**src/rtl/instr_fetch_unit.sv**
```systemverilog
// Instruction fetch unit: owns the PC, drives the combinational ROM and buffers {pc, instr, fault} for decode.
// Optional performance counters are enabled by defining IFU_PERF_CNT_EN.
//
// state   | meaning
// S_RUN   | fetching one word per cycle whenever the buffer has (or frees) a slot
// S_FAULT | unaligned fetch captured; no more fetches until a redirect
module instr_fetch_unit #(
  parameter int                    ADDR_WIDTH = 64,
  parameter int                    DATA_WIDTH = 32,
  parameter logic [ADDR_WIDTH-1:0] RESET_PC   = '0,
  parameter int                    FIFO_DEPTH = 2
) (
  input  logic                  clk_i,
  input  logic                  rst_ni,
  output logic [ADDR_WIDTH-1:0] rom_addr_o,
  input  logic [DATA_WIDTH-1:0] rom_data_i,
  input  logic                  rom_illegal_i,
  input  logic                  redirect_valid_i,
  input  logic [ADDR_WIDTH-1:0] redirect_pc_i,
  output logic                  instr_valid_o,
  input  logic                  instr_ready_i,
  output logic [DATA_WIDTH-1:0] instr_o,
  output logic [ADDR_WIDTH-1:0] instr_pc_o,
  output logic                  instr_fault_o
`ifdef IFU_PERF_CNT_EN
  ,
  output logic [63:0]           perf_fetched_o,
  output logic [63:0]           perf_stall_o
`endif
);

  localparam int PTR_W = $clog2(FIFO_DEPTH);
  localparam int CNT_W = PTR_W + 1;

  typedef enum logic {
    S_RUN,
    S_FAULT
  } state_t;

  state_t                r_state;
  logic [ADDR_WIDTH-1:0] r_pc;
  logic [ADDR_WIDTH-1:0] r_buf_pc    [FIFO_DEPTH];
  logic [DATA_WIDTH-1:0] r_buf_instr [FIFO_DEPTH];
  logic [FIFO_DEPTH-1:0] r_buf_fault;
  logic [PTR_W-1:0]      r_wptr;
  logic [PTR_W-1:0]      r_rptr;
  logic [CNT_W-1:0]      r_count;

  logic w_valid;
  logic w_full;
  logic w_pop_req;
  logic w_full_after_pop;
  logic w_pop;
  logic w_push;

  assign w_valid          = (r_count != '0);
  assign w_full           = (r_count == CNT_W'(FIFO_DEPTH));
  assign w_pop_req        = w_valid & instr_ready_i;
  // A pop in the same cycle frees a slot, so a full buffer can still accept a fetch.
  assign w_full_after_pop = w_full & ~w_pop_req;
  assign w_pop            = w_pop_req & ~redirect_valid_i;
  assign w_push           = (r_state == S_RUN) & ~w_full_after_pop & ~redirect_valid_i;

  assign rom_addr_o    = r_pc;
  assign instr_valid_o = w_valid;
  assign instr_o       = w_valid ? r_buf_instr[r_rptr] : '0;
  assign instr_pc_o    = w_valid ? r_buf_pc[r_rptr]    : '0;
  assign instr_fault_o = w_valid & r_buf_fault[r_rptr];

  always_ff @(posedge clk_i) begin
    if (!rst_ni) begin
      r_state <= S_RUN;
      r_pc    <= RESET_PC;
      r_wptr  <= '0;
      r_rptr  <= '0;
      r_count <= '0;
    end else if (redirect_valid_i) begin
      r_state <= S_RUN;
      r_pc    <= redirect_pc_i;
      r_wptr  <= '0;
      r_rptr  <= '0;
      r_count <= '0;
    end else begin
      if (w_push) begin
        r_wptr <= r_wptr + PTR_W'(1);
        if (rom_illegal_i) begin
          r_state <= S_FAULT;
        end else begin
          r_pc <= r_pc + ADDR_WIDTH'(4);
        end
      end
      if (w_pop) begin
        r_rptr <= r_rptr + PTR_W'(1);
      end
      case ({w_push, w_pop})
        2'b10:   r_count <= r_count + CNT_W'(1);
        2'b01:   r_count <= r_count - CNT_W'(1);
        default: r_count <= r_count;
      endcase
    end
  end

  // Buffer storage needs no reset: the head is masked by w_valid.
  always_ff @(posedge clk_i) begin
    if (rst_ni && w_push) begin
      r_buf_pc[r_wptr]    <= r_pc;
      r_buf_instr[r_wptr] <= rom_illegal_i ? '0 : rom_data_i;
      r_buf_fault[r_wptr] <= rom_illegal_i;
    end
  end

`ifdef IFU_PERF_CNT_EN
  logic [63:0] r_perf_fetched;
  logic [63:0] r_perf_stall;

  always_ff @(posedge clk_i) begin
    if (!rst_ni) begin
      r_perf_fetched <= '0;
      r_perf_stall   <= '0;
    end else begin
      if (w_push && !rom_illegal_i) begin
        r_perf_fetched <= r_perf_fetched + 64'd1;
      end
      if ((r_state == S_RUN) && w_full_after_pop && !redirect_valid_i) begin
        r_perf_stall <= r_perf_stall + 64'd1;
      end
    end
  end

  assign perf_fetched_o = r_perf_fetched;
  assign perf_stall_o   = r_perf_stall;
`endif

endmodule

```
**config.mk**
```make
export PLATFORM = sky130hd
export DESIGN_NAME = instr_fetch_unit
export DESIGN_NICKNAME = d
export VERILOG_FILES = /design/src/rtl/instr_fetch_unit.sv
export SDC_FILE = /design/constraint.sdc
export NUM_CORES = 1
export LEC_CHECK = 0
export CORE_MARGIN = 1
export CORE_UTILIZATION = 55
export CTS_CLUSTER_DIAMETER = 200
export DETAILED_ROUTE_END_ITERATION = 8
export GPL_ROUTABILITY_DRIVEN = 0
export PLACE_DENSITY = 0.86
export SLEW_MARGIN = 20
export SYNTH_ARGS = -nofsm -noshare
export SYNTH_HDL_FRONTEND = slang
export SYNTH_SLANG_ARGS = --single-unit
```
**constraint.sdc**
```tcl
create_clock -name clk_i -period 27.6 [get_ports clk_i]
set_input_delay 5.52 -clock clk_i [delete_from_list [all_inputs] [get_ports clk_i]]
set_output_delay 5.52 -clock clk_i [all_outputs]
set_load 0.005 [all_outputs]
```
==> results.sh, run 1 <==
export IMPL_cts_resized=0
export IMPL_area_growth_syn_to_layout_pct=30.8
export IMPL_p_leak_uw=0.00498
export IMPL_grt_usage_pct=27.1
export IMPL_synthSimpleGateAreaFrac_pct=17.6
export IMPL_synth_xor_area_share_pct=1.88
export IMPL_fmax_mhz=115
export IMPL_ctsHoldBuffers=0
export IMPL_critPathCaptureType="output pin"
export IMPL_vdd_ir_drop_max_uv=50.3
export IMPL_dieHeight_microns=148
export IMPL_max_slew_margin_pct=29.3
export IMPL_vias=8757
export IMPL_hp_class="flip-flop to flip-flop"
export IMPL_worst_slack_ns=18.88
export IMPL_finalClockSkew_ns=0.0119
export IMPL_synth_adder_area_share_pct=0.215
export IMPL_clk_pin_slew_ns=0.06
export IMPL_cap_violations=0
export IMPL_period_minus_slack_ns=8.72
export IMPL_fin_tns_setup_ns=0
export IMPL_cts_buffer_depth=3
export IMPL_clkSinkCount=264
export IMPL_arrival_ns=3.20
export IMPL_grt_max_degree=81
export IMPL_clk_latency_ns=0.52
export IMPL_crit_fanout=55
export IMPL_placed_area_sq_um=14400
export IMPL_num_rows=52
export IMPL_crit_path_top_delay_cell="dfxtp_4"
export IMPL_fillCellCount=1382
export IMPL_synth_edf_count=194
export IMPL_yosys_cell_types_count=56
export IMPL_root_buffer="clkbuf_16"
export IMPL_io_pins=263
export IMPL_min_path_cells=0
export IMPL_start_util_pct=56.8
export IMPL_wl_microns=29900
export IMPL_die_x_microns=148
export IMPL_synth_mux_area_share_pct=8.69
export IMPL_post_cts_setup_buffer_count=0
export IMPL_fin_nets=1299
export IMPL_required_ns=22.08
export IMPL_period_share_pct=31.6
export IMPL_critPathBufInv=2
export IMPL_rr_worst_depth=5
export IMPL_cp_top_family="buffers and inverters"
export IMPL_drc=0
export IMPL_drt_pre_antenna_iters=5
export IMPL_power_density_nw_per_um2=57.6
export IMPL_synth_async_sr_flop_share_pct=0
export IMPL_grt_pass1_vias=8529
export IMPL_synth_top_family_by_area="simple AND/OR/NAND/NOR gates"
export IMPL_drtAntennaViolNets=0
export IMPL_detailedRoute_firstIterationViolations=570
export IMPL_synth_main_ff_cell="edfxtp_1"
export IMPL_dp_hpwl_microns=19200
export IMPL_critPathMaxStageDelay_ns=1.01
export IMPL_syn_inst=958
export IMPL_critPathKind="flip-flop to output pin"
export IMPL_cp_cell_sequence="buf_4 -> mux2i_1 -> nor2_1 -> clkdlybuf4s50_1"
export IMPL_viasPerCell=5.89
export IMPL_layout_cells_non_filler=1487
export IMPL_h_tree_depth=1
export IMPL_startpoint_type="flip-flop"
export IMPL_seq_area_frac_synth_pct=62.0
export IMPL_setup_viol=0
export IMPL_drive_above_1_share_pct=5.67
export IMPL_cts_tree="built"
export IMPL_syn_nets=1061
export IMPL_ys_warn_count=0
export IMPL_rsz0062_at_grt="false"
export IMPL_status="complete, no violations"
export IMPL_synth_compound_area_share_pct=7.13
export IMPL_dp_slack_ns=18.96
export IMPL_report_final_slew_viol_count=0
export IMPL_coreArea_sq_um=20500
export IMPL_buffer_ports_inserted=262
export IMPL_antenna_found_initial=2
export IMPL_post_synth_cell_area_avg_sq_um=12.2
export IMPL_routedWlPerCell_microns=20.1
export IMPL_tightest_slew_ns=1.06
export IMPL_placed_cells=1437
export IMPL_fin_area_sq_um=15200
export IMPL_r2r_slack_ns=24.60
export IMPL_die_area_sq_um=21800
export IMPL_cp_depth=4
export IMPL_cts_inserted_buffers=27
export IMPL_ys_ff_latch=264
export IMPL_grt_overflow=0
export IMPL_grt_pass1_wl_microns=46100
export IMPL_finalHoldViolations=0
export IMPL_netlist_area_sq_um=11600
==> flip-flops by register name (all words and copies together), names as in the netlist, named ones only <==
register	cells
r_buf_fault	2
r_buf_instr	64
r_buf_pc	128
r_count	2
r_rptr	1
r_state	1
r_wptr	1
rom_addr_o	64
==> per-layer routing <==
metal	up-vias	share of wire [%]	track usage [%]	routed length, microns
met5	-	0.043	0	13
met4	2	2.5	8.76	738
met3	61	8.0	5.71	2380
met2	389	49	45.4	14600
met1	4256	41	35.1	12200
li1	4049	-	-	-
==> cell usage in the layout, fill, tap and decap left out, types with 6 or more instances in the layout <==
cell             instances
nand3_1                 22
buf_4                    8
clkbuf_16               27
edfxtp_1               194
clkbuf_1                10
nand2_1                 44
a211o_1                  6
xnor2_1                 16
clkdlybuf4s50_1        260
clkinv_2                 7
and3_1                   8
a31oi_1                  6
o211a_1                 13
nor4_1                  11
nand4_1                 26
dfxtp_1                 69
or3_1                    9
nor3b_1                 11
and4_1                   9
and2_1                   6
nor2b_1                 42
o21ai_0                 44
xor2_1                   9
a311oi_1                 9
nor2_1                 121
or4_1                    7
mux2i_1                100
nor3_1                  20
a21oi_1                 12
nand2b_1                16
a211oi_1                 9
==> stage by stage <==
stage | utilization [%] | power, uW | hold WS, ns
final | 74.4 | 877 | 0.490
after global routing | 74.4 | 903 | 0.503
after CTS | 74.3 | 882 | 0.494
after detailed placement | 70.4 | 558 | 0.480
after global placement | 70.4 | 554 | 0.458
after floorplan | - | 505 | 0.469
==> power breakdown <==
part           switching [uW]  internal [uW]  total, uW
Combinational            38.1           49.2       87.3
Sequential               18.1            445        463
Clock                     142            185        327
==> cell usage after synthesis, types with 3 or more instances <==
cell | n | area (sq um)
and4_1 | 10 | 87.6
nor4b_1 | 5 | 43.8
nand2b_1 | 16 | 100
a21oi_1 | 12 | 60.1
dfxtp_1 | 70 | 1400
buf_1 | 14 | 52.6
and2_1 | 6 | 37.5
nand4_1 | 26 | 163
o311a_1 | 4 | 40.0
o31ai_1 | 3 | 22.5
a31oi_1 | 6 | 37.5
xnor2_1 | 16 | 140
nand3_1 | 22 | 110
xor2_1 | 9 | 78.8
a211o_1 | 6 | 52.6
nand2_1 | 44 | 165
and3_1 | 8 | 50.1
nor2_1 | 122 | 458
o21a_1 | 4 | 30.0
nor3b_1 | 11 | 82.6
a311oi_1 | 9 | 78.8
o2111a_1 | 4 | 45.0
buf_2 | 7 | 35.0
edfxtp_1 | 194 | 5830
or4_1 | 7 | 52.6
a211oi_1 | 9 | 67.6
clkbuf_1 | 39 | 146
nor4_1 | 13 | 81.3
mux2i_1 | 100 | 1000
nor3_1 | 20 | 100
o21ai_0 | 44 | 220
or3_1 | 9 | 56.3
nor2b_1 | 42 | 263
o211a_1 | 13 | 130
inv_1 | 5 | 18.8
==> worst paths after layout <==
path | from | end
worst min-delay path | rom_addr_o[0]$_SDFFE_PN0P_ | r_buf_pc[0][0]$_DFFE_PP_
worst min register to register | rom_addr_o[0]$_SDFFE_PN0P_ | r_buf_pc[0][0]$_DFFE_PP_
worst max register to register | rom_addr_o[39]$_SDFFE_PN0P_ | rom_addr_o[59]$_SDFFE_PN0P_
worst max-delay path | flip-flop | instr_o[31]
==> final cells by class <==
| type | instances | area (sq um) | share of cell area [%] |
|---|---|---|---|
| tap | 270 | 338 | 2.22 |
| multi-input combinational | 626 | 4170 | 27.4 |
| inverter | 6 | 22.5 | 0.148 |
| antenna | 1 | 2.50 | 0.0164 |
| clock buffer | 39 | 741 | 4.86 |
| sequential | 264 | 7230 | 47.5 |
| timing repair buffer | 271 | 2680 | 17.6 |
| clock inverter | 10 | 46.3 | 0.304 |
==> logic make-up after synthesis <==
| family | after synthesis |
|---|---|
| AOI/OAI and AO/OA | 119 |
| xor gates and xnor gates | 25 |
| adders and majority gates | 2 |
| buffers and inverters | 68 |
| DFF | 264 |
| muxes | 101 |
| and+or+nand+nor | 379 |
==> worst reg2reg max path, delay by kind of cell (launching register included) <==
family	cells	cell delay (ns)
simple gates	4	2.18
flops	1	0.52
compound gates	1	0.22
Note: power is estimated with default switching activity, not from simulation.
==> run 2, diff against run 1 <==
--- a/config.mk
+++ b/config.mk
@@ -6,11 +6,11 @@
 export NUM_CORES = 1
 export LEC_CHECK = 0
 export CORE_MARGIN = 1
-export CORE_UTILIZATION = 55
+export CORE_UTILIZATION = 46
 export CTS_CLUSTER_DIAMETER = 200
 export DETAILED_ROUTE_END_ITERATION = 8
 export GPL_ROUTABILITY_DRIVEN = 0
-export PLACE_DENSITY = 0.86
+export PLACE_DENSITY = 0.77
 export SLEW_MARGIN = 20
 export SYNTH_ARGS = -nofsm -noshare
 export SYNTH_HDL_FRONTEND = slang
==> constraint.sdc (replaced) <==
create_clock -name clk_i -period 7.8 [get_ports clk_i]
set_input_delay 1.56 -clock clk_i [delete_from_list [all_inputs] [get_ports clk_i]]
set_output_delay 1.56 -clock clk_i [all_outputs]
set_load 0.005 [all_outputs]
==> run 2 against run 1 <==
Wire length shrank 1.7%. Worst hold slack gained 0.0021 ns. Largest power group unchanged. Final cell count grew 3.8%. Largest cell class unchanged. Sequential power grew to 3.5 times the previous value. Critical endpoint is now instr_pc_o[49]. Global-route usage shrank 4.8 points. Clock-buffer cell count grew 4.
==> results.sh, run 2 (same netlist as run 1, synthesis figures left out) <==
export IMPL_dp_hpwl_microns=19300
export IMPL_layout_commonest_cell="clkdlybuf4s50_1"
export IMPL_finalClockSkew_ns=0.0134
export IMPL_grt_usage_pct=22.3
export IMPL_grt_pass1_wl_microns=45500
export IMPL_rsz0062_at_grt="false"
export IMPL_wl_met2_microns=13800
export IMPL_routedWlPerCell_microns=19.1
export IMPL_fillCellCount=1925
export IMPL_cts_tree="built"
export IMPL_met3WireLength_microns=1840
export IMPL_highest_layer="met4"
export IMPL_layout_common_cells="clkdlybuf4s50_1, edfxtp_1, nor2_1"
export IMPL_viasPerCell=5.51
export IMPL_num_rows=57
export IMPL_cts_resized=0
export IMPL_io_pins=263
export IMPL_hp_start="rom_addr_o[1]$_SDFFE_PN0P_"
export IMPL_worst_hold_slack_ns=0.492
export IMPL_crit_path_top_delay_cell="dfxtp_4"
export IMPL_cts_inserted_buffers=27
export IMPL_cts_buffer_depth=3
export IMPL_period_minus_slack_ns=4.76
export IMPL_power_density_nw_per_um2=210
export IMPL_regArea_sq_um=7230
export IMPL_clkSinkCount=264
export IMPL_vias=8503
export IMPL_fmax_mhz=210
export IMPL_buffer_ports_inserted=262
export IMPL_startpoint_type="flip-flop"
export IMPL_top_register="r_buf_pc"
export IMPL_start_util_pct=47.3
export IMPL_regToRegStartpoint="r_count[0]$_SDFFE_PP0P_"
export IMPL_required_ns=6.24
export IMPL_tightest_slew_ns=1.10
export IMPL_detailedRoute_firstIterationViolations=631
export IMPL_critPathMaxStageDelay_ns=0.94
export IMPL_drc=0
export IMPL_worst_slack_ns=3.04
export IMPL_period_share_pct=61.1
export IMPL_wl_microns=29400
export IMPL_drtAntennaViolNets=0
export IMPL_p_leak_uw=0.00503
export IMPL_total_power_uw=3230
export IMPL_drive_above_1_share_pct=6.00
export IMPL_max_slew_margin_pct=26.8
export IMPL_root_buffer="clkbuf_16"
export IMPL_drt_pre_antenna_iters=5
export IMPL_cap_violations=0
export IMPL_h_tree_depth=1
export IMPL_finalHoldViolations=0
export IMPL_grt_overflow=0
export IMPL_grt_pass1_vias=8088
export IMPL_status="complete, no violations"
export IMPL_fin_tns_setup_ns=0
export IMPL_cp_cell_sequence="buf_4 -> mux2i_1 -> nor2_1 -> clkdlybuf4s50_1"
export IMPL_layout_cells_non_filler=1543
export IMPL_vdd_ir_drop_max_uv=172
export IMPL_grt_max_degree=78
export IMPL_area_growth_syn_to_layout_pct=32.3
export IMPL_largest_reg_flops=128
export IMPL_clk_pin_slew_ns=0.06
export IMPL_dp_slack_ns=3.02
export IMPL_ctsHoldBuffers=0
export IMPL_die_x_microns=161
export IMPL_drt_met1_wl_microns=13000
export IMPL_crit_fanout=51
export IMPL_die_area_sq_um=26000
export IMPL_clk_latency_ns=0.55
export IMPL_setup_viol=0
export IMPL_coreArea_sq_um=24600
export IMPL_post_cts_setup_buffer_count=0
export IMPL_report_final_slew_viol_count=0
export IMPL_hp_class="flip-flop to flip-flop"
export IMPL_multi_input_comb_area_sq_um=4180
export IMPL_antenna_found_initial=2
export IMPL_critPathCaptureType="output pin"
export IMPL_placed_cells=1491
export IMPL_arrival_ns=3.20
export IMPL_dieHeight_microns=161
export IMPL_fin_nets=1299
export IMPL_critPathKind="flip-flop to output pin"
[run 2: final cells by class]
cell class | count | area share [%]
clock inverters | 7 | 0.666
clock buffers | 43 | 5.11
multi-input cells | 626 | 27.1
diodes | 2 | 0.0325
inverters | 6 | 0.146
repair buffers | 271 | 17.4
flip-flops and latches | 264 | 46.9
well taps | 324 | 2.63
[run 2: stage by stage]
step	utilization, %	instance area [sq um]
global placement	59.0	14500
CTS	62.6	15400
finish	62.7	15400
global route	62.6	15400
detailed placement	59.0	14500
floorplan	-	11700
[run 2: critical path: cells and delay by family, from the launching register on]
family        cells  cell delay (ns)
simple gates      1             0.17
mux               1             0.19
buf+inv           2             1.31
flops             1             0.94
[run 2: final timing paths]
check	slack, ns	cells past startpoint	end
setup reg to reg	4.74	8	r_count[1]$_SDFFE_PP0P_
setup / recovery	3.04	4	instr_pc_o[49]
hold reg to reg	0.49	0	r_buf_pc[0][1]$_DFFE_PP_
hold / removal	0.49	0	r_buf_pc[0][1]$_DFFE_PP_
[run 2: where the power goes]
part           switching (uW)  internal (uW)
logic                     132            174
clock network             527            760
registers                62.8           1570
total                     722           2510
[run 2: layer usage]
| metal | up-vias | global-route usage [%] |
|---|---|---|
| met5 | - | 0 |
| met4 | 0 | 6.78 |
| met3 | 53 | 4.13 |
| met2 | 282 | 35.8 |
| met1 | 4095 | 30.8 |
| li1 | 4073 | - |
==> variant: new RTL, flow settings as in run 2 <==
The parameter `DATA_WIDTH` goes from 32 to 16.
--- a/src/rtl/instr_fetch_unit.sv
+++ b/src/rtl/instr_fetch_unit.sv
@@ -6,7 +6,7 @@
 // S_FAULT | unaligned fetch captured; no more fetches until a redirect
 module instr_fetch_unit #(
   parameter int                    ADDR_WIDTH = 64,
-  parameter int                    DATA_WIDTH = 32,
+  parameter int                    DATA_WIDTH = 16,
   parameter logic [ADDR_WIDTH-1:0] RESET_PC   = '0,
   parameter int                    FIFO_DEPTH = 2
 ) (
Ports: changed (resized instr_o and rom_data_i); port bits go from 263 to 231. No check against the original RTL was run, so the function may have changed too.
==> variant against run 2 <==
The flow now finishes with violations (design-rule violations); sequential power is 12% lower; design area is 11% lower; worst hold slack better by 0.033 ns; critical path type is now primary input to flop; final cell count is 9.9% lower; power is 10% lower; setup slack better by 0.33 ns; largest power group unchanged; routed wire length is 11% lower; area after synthesis is 11% lower; maximum frequency is 7.5% higher; sequential cell count is 32 lower.
==> variant: results (changes against run 2) <==
Global route
  – Initial antenna violation count: 1 (-1)
  – Number of global-route vias before repair: 7612 (-5.9%)
  – Global-route wire length before repair: 41.1 mm (-9.7%)
  – Met3 usage: 4.28% (+0.14 points)
  – Met1 usage: 29.0% (-1.7 points)
  – Met2 usage in global routing: 37.8% (+2.0 points)
  – GRT Overall Usage: 22.2% (-0.098 points)
  – Largest net degree at the start of global routing: 104 (+33%)

Synthesis
  – Mux share of post-synthesis cell area: 8.51% (-0.18 points)
  – Seq/Total Area, Yosys: 60.5% (-1.5 points)
  – Synth Area in Adders: 0.242% (+0.027 points)
  – Number of synthesized flops with an enable pin: 162 (-16%)
  – Synth area leaders: edfxtp_1, dfxtp_1, mux2i_1
  – Compound-cell area share of the yosys netlist: 8.41% (+1.3 points)
  – Library cells used by synthesis: 50 (-11%)
  – Mean post-synth cell area: 11.8 um^2 (-3.1%)

Setup path
  – Reg2reg setup slack: 4.65 ns (-0.09 ns)
  – CP arrival: 4.56 ns (+1.36 ns)
  – Worst R2R Path Depth: 5 (-3)
  – R2r endpoint: rom_addr_o[57]
  – Crit path capture: r_buf_pc[0][31]
  – Worst r2r src: rom_addr_o[4]
  – Largest fanout on the critical path: 103 (+100%)

CTS
  – Root buffer cell: clkbuf_16
  – Total CTS buffers: 24 (-11%)
  – Clk Latency, worst-skew pair: 0.51 ns (-0.04 ns)

Detailed routing
  – Drt first-iter violations: 524 (-17%)
  – TritonRoute pass-1 iters: 7 (+2)
  – Post-route DRC violation count: 30 (+30)
  – Final Routed Wirelength: 26.1 mm (-11%)
  – Metal-1 WL: 11.2 mm (-14%)
  – Met3 wire length: 1.81 mm (-1.5%)
  – Met2 wire length: 12.4 mm (-9.9%)
  – DR WL/cell: 18.8 um (-1.6%)
  – Routed vias: 7855 (-7.6%)

Run status
  – Status: finished with violations
  – Failing checks: design-rule violations

Power
  – Sw Ratio: 22.3% (-0.10 points)
  – Sequential Power: 1.44 mW (-12%)
  – Clock power share: 41.1% (+1.3 points)
  – Leakage: 4.36 nW (-13%)

Placement
  – Dpl ws: 2.86 ns (-0.165 ns)
  – Dpl cells: 1345 (-9.8%)
  – DP HPWL: 17.6 mm (-8.9%)
  – I/O Buffers: 230 (-12%)

STA
  – Clock Skew: 0.0139 ns (+0.000537 ns)
  – Final worst slack: 3.37 ns (+0.333 ns)
  – Max-slew headroom: 36.4% (+9.6 points)

Final layout
  – Fraction of layout cells with a size suffix above 1: 6.49% (+0.49 points)
  – Nets: 1178 (-9.3%)
[variant: worst min-delay path by stage]
stage	cells after the start	slack, ns	to
floorplan	0	0.47	r_buf_pc[0][0]
global placement	0	0.51	r_buf_pc[1][7]
detailed placement	0	0.51	r_buf_pc[1][0]
CTS	0	0.52	r_buf_pc[1][0]
global route	0	0.54	r_buf_pc[0][7]
finish	0	0.52	r_buf_pc[0][1]
[variant: area by class of cell]
class	count	area [um^2]
Inverter	11	41.3
Clock inverter	15	185
Antenna cell	1	2.50
Fill cell	1695	8210
Clock buffer	29	651
Timing Repair Buffer	238	2380
Tap cell	280	350
Multi-Input combinational cell	584	3880
Sequential cell	232	6270
[variant: critical path, cell delays in order]
cell             delay (ns)
clkdlybuf4s50_1        0.40
buf_4                  0.25
inv_2                  0.08
buf_4                  0.74
nand2_1                0.40
nor4_4                 0.32
buf_4                  0.73
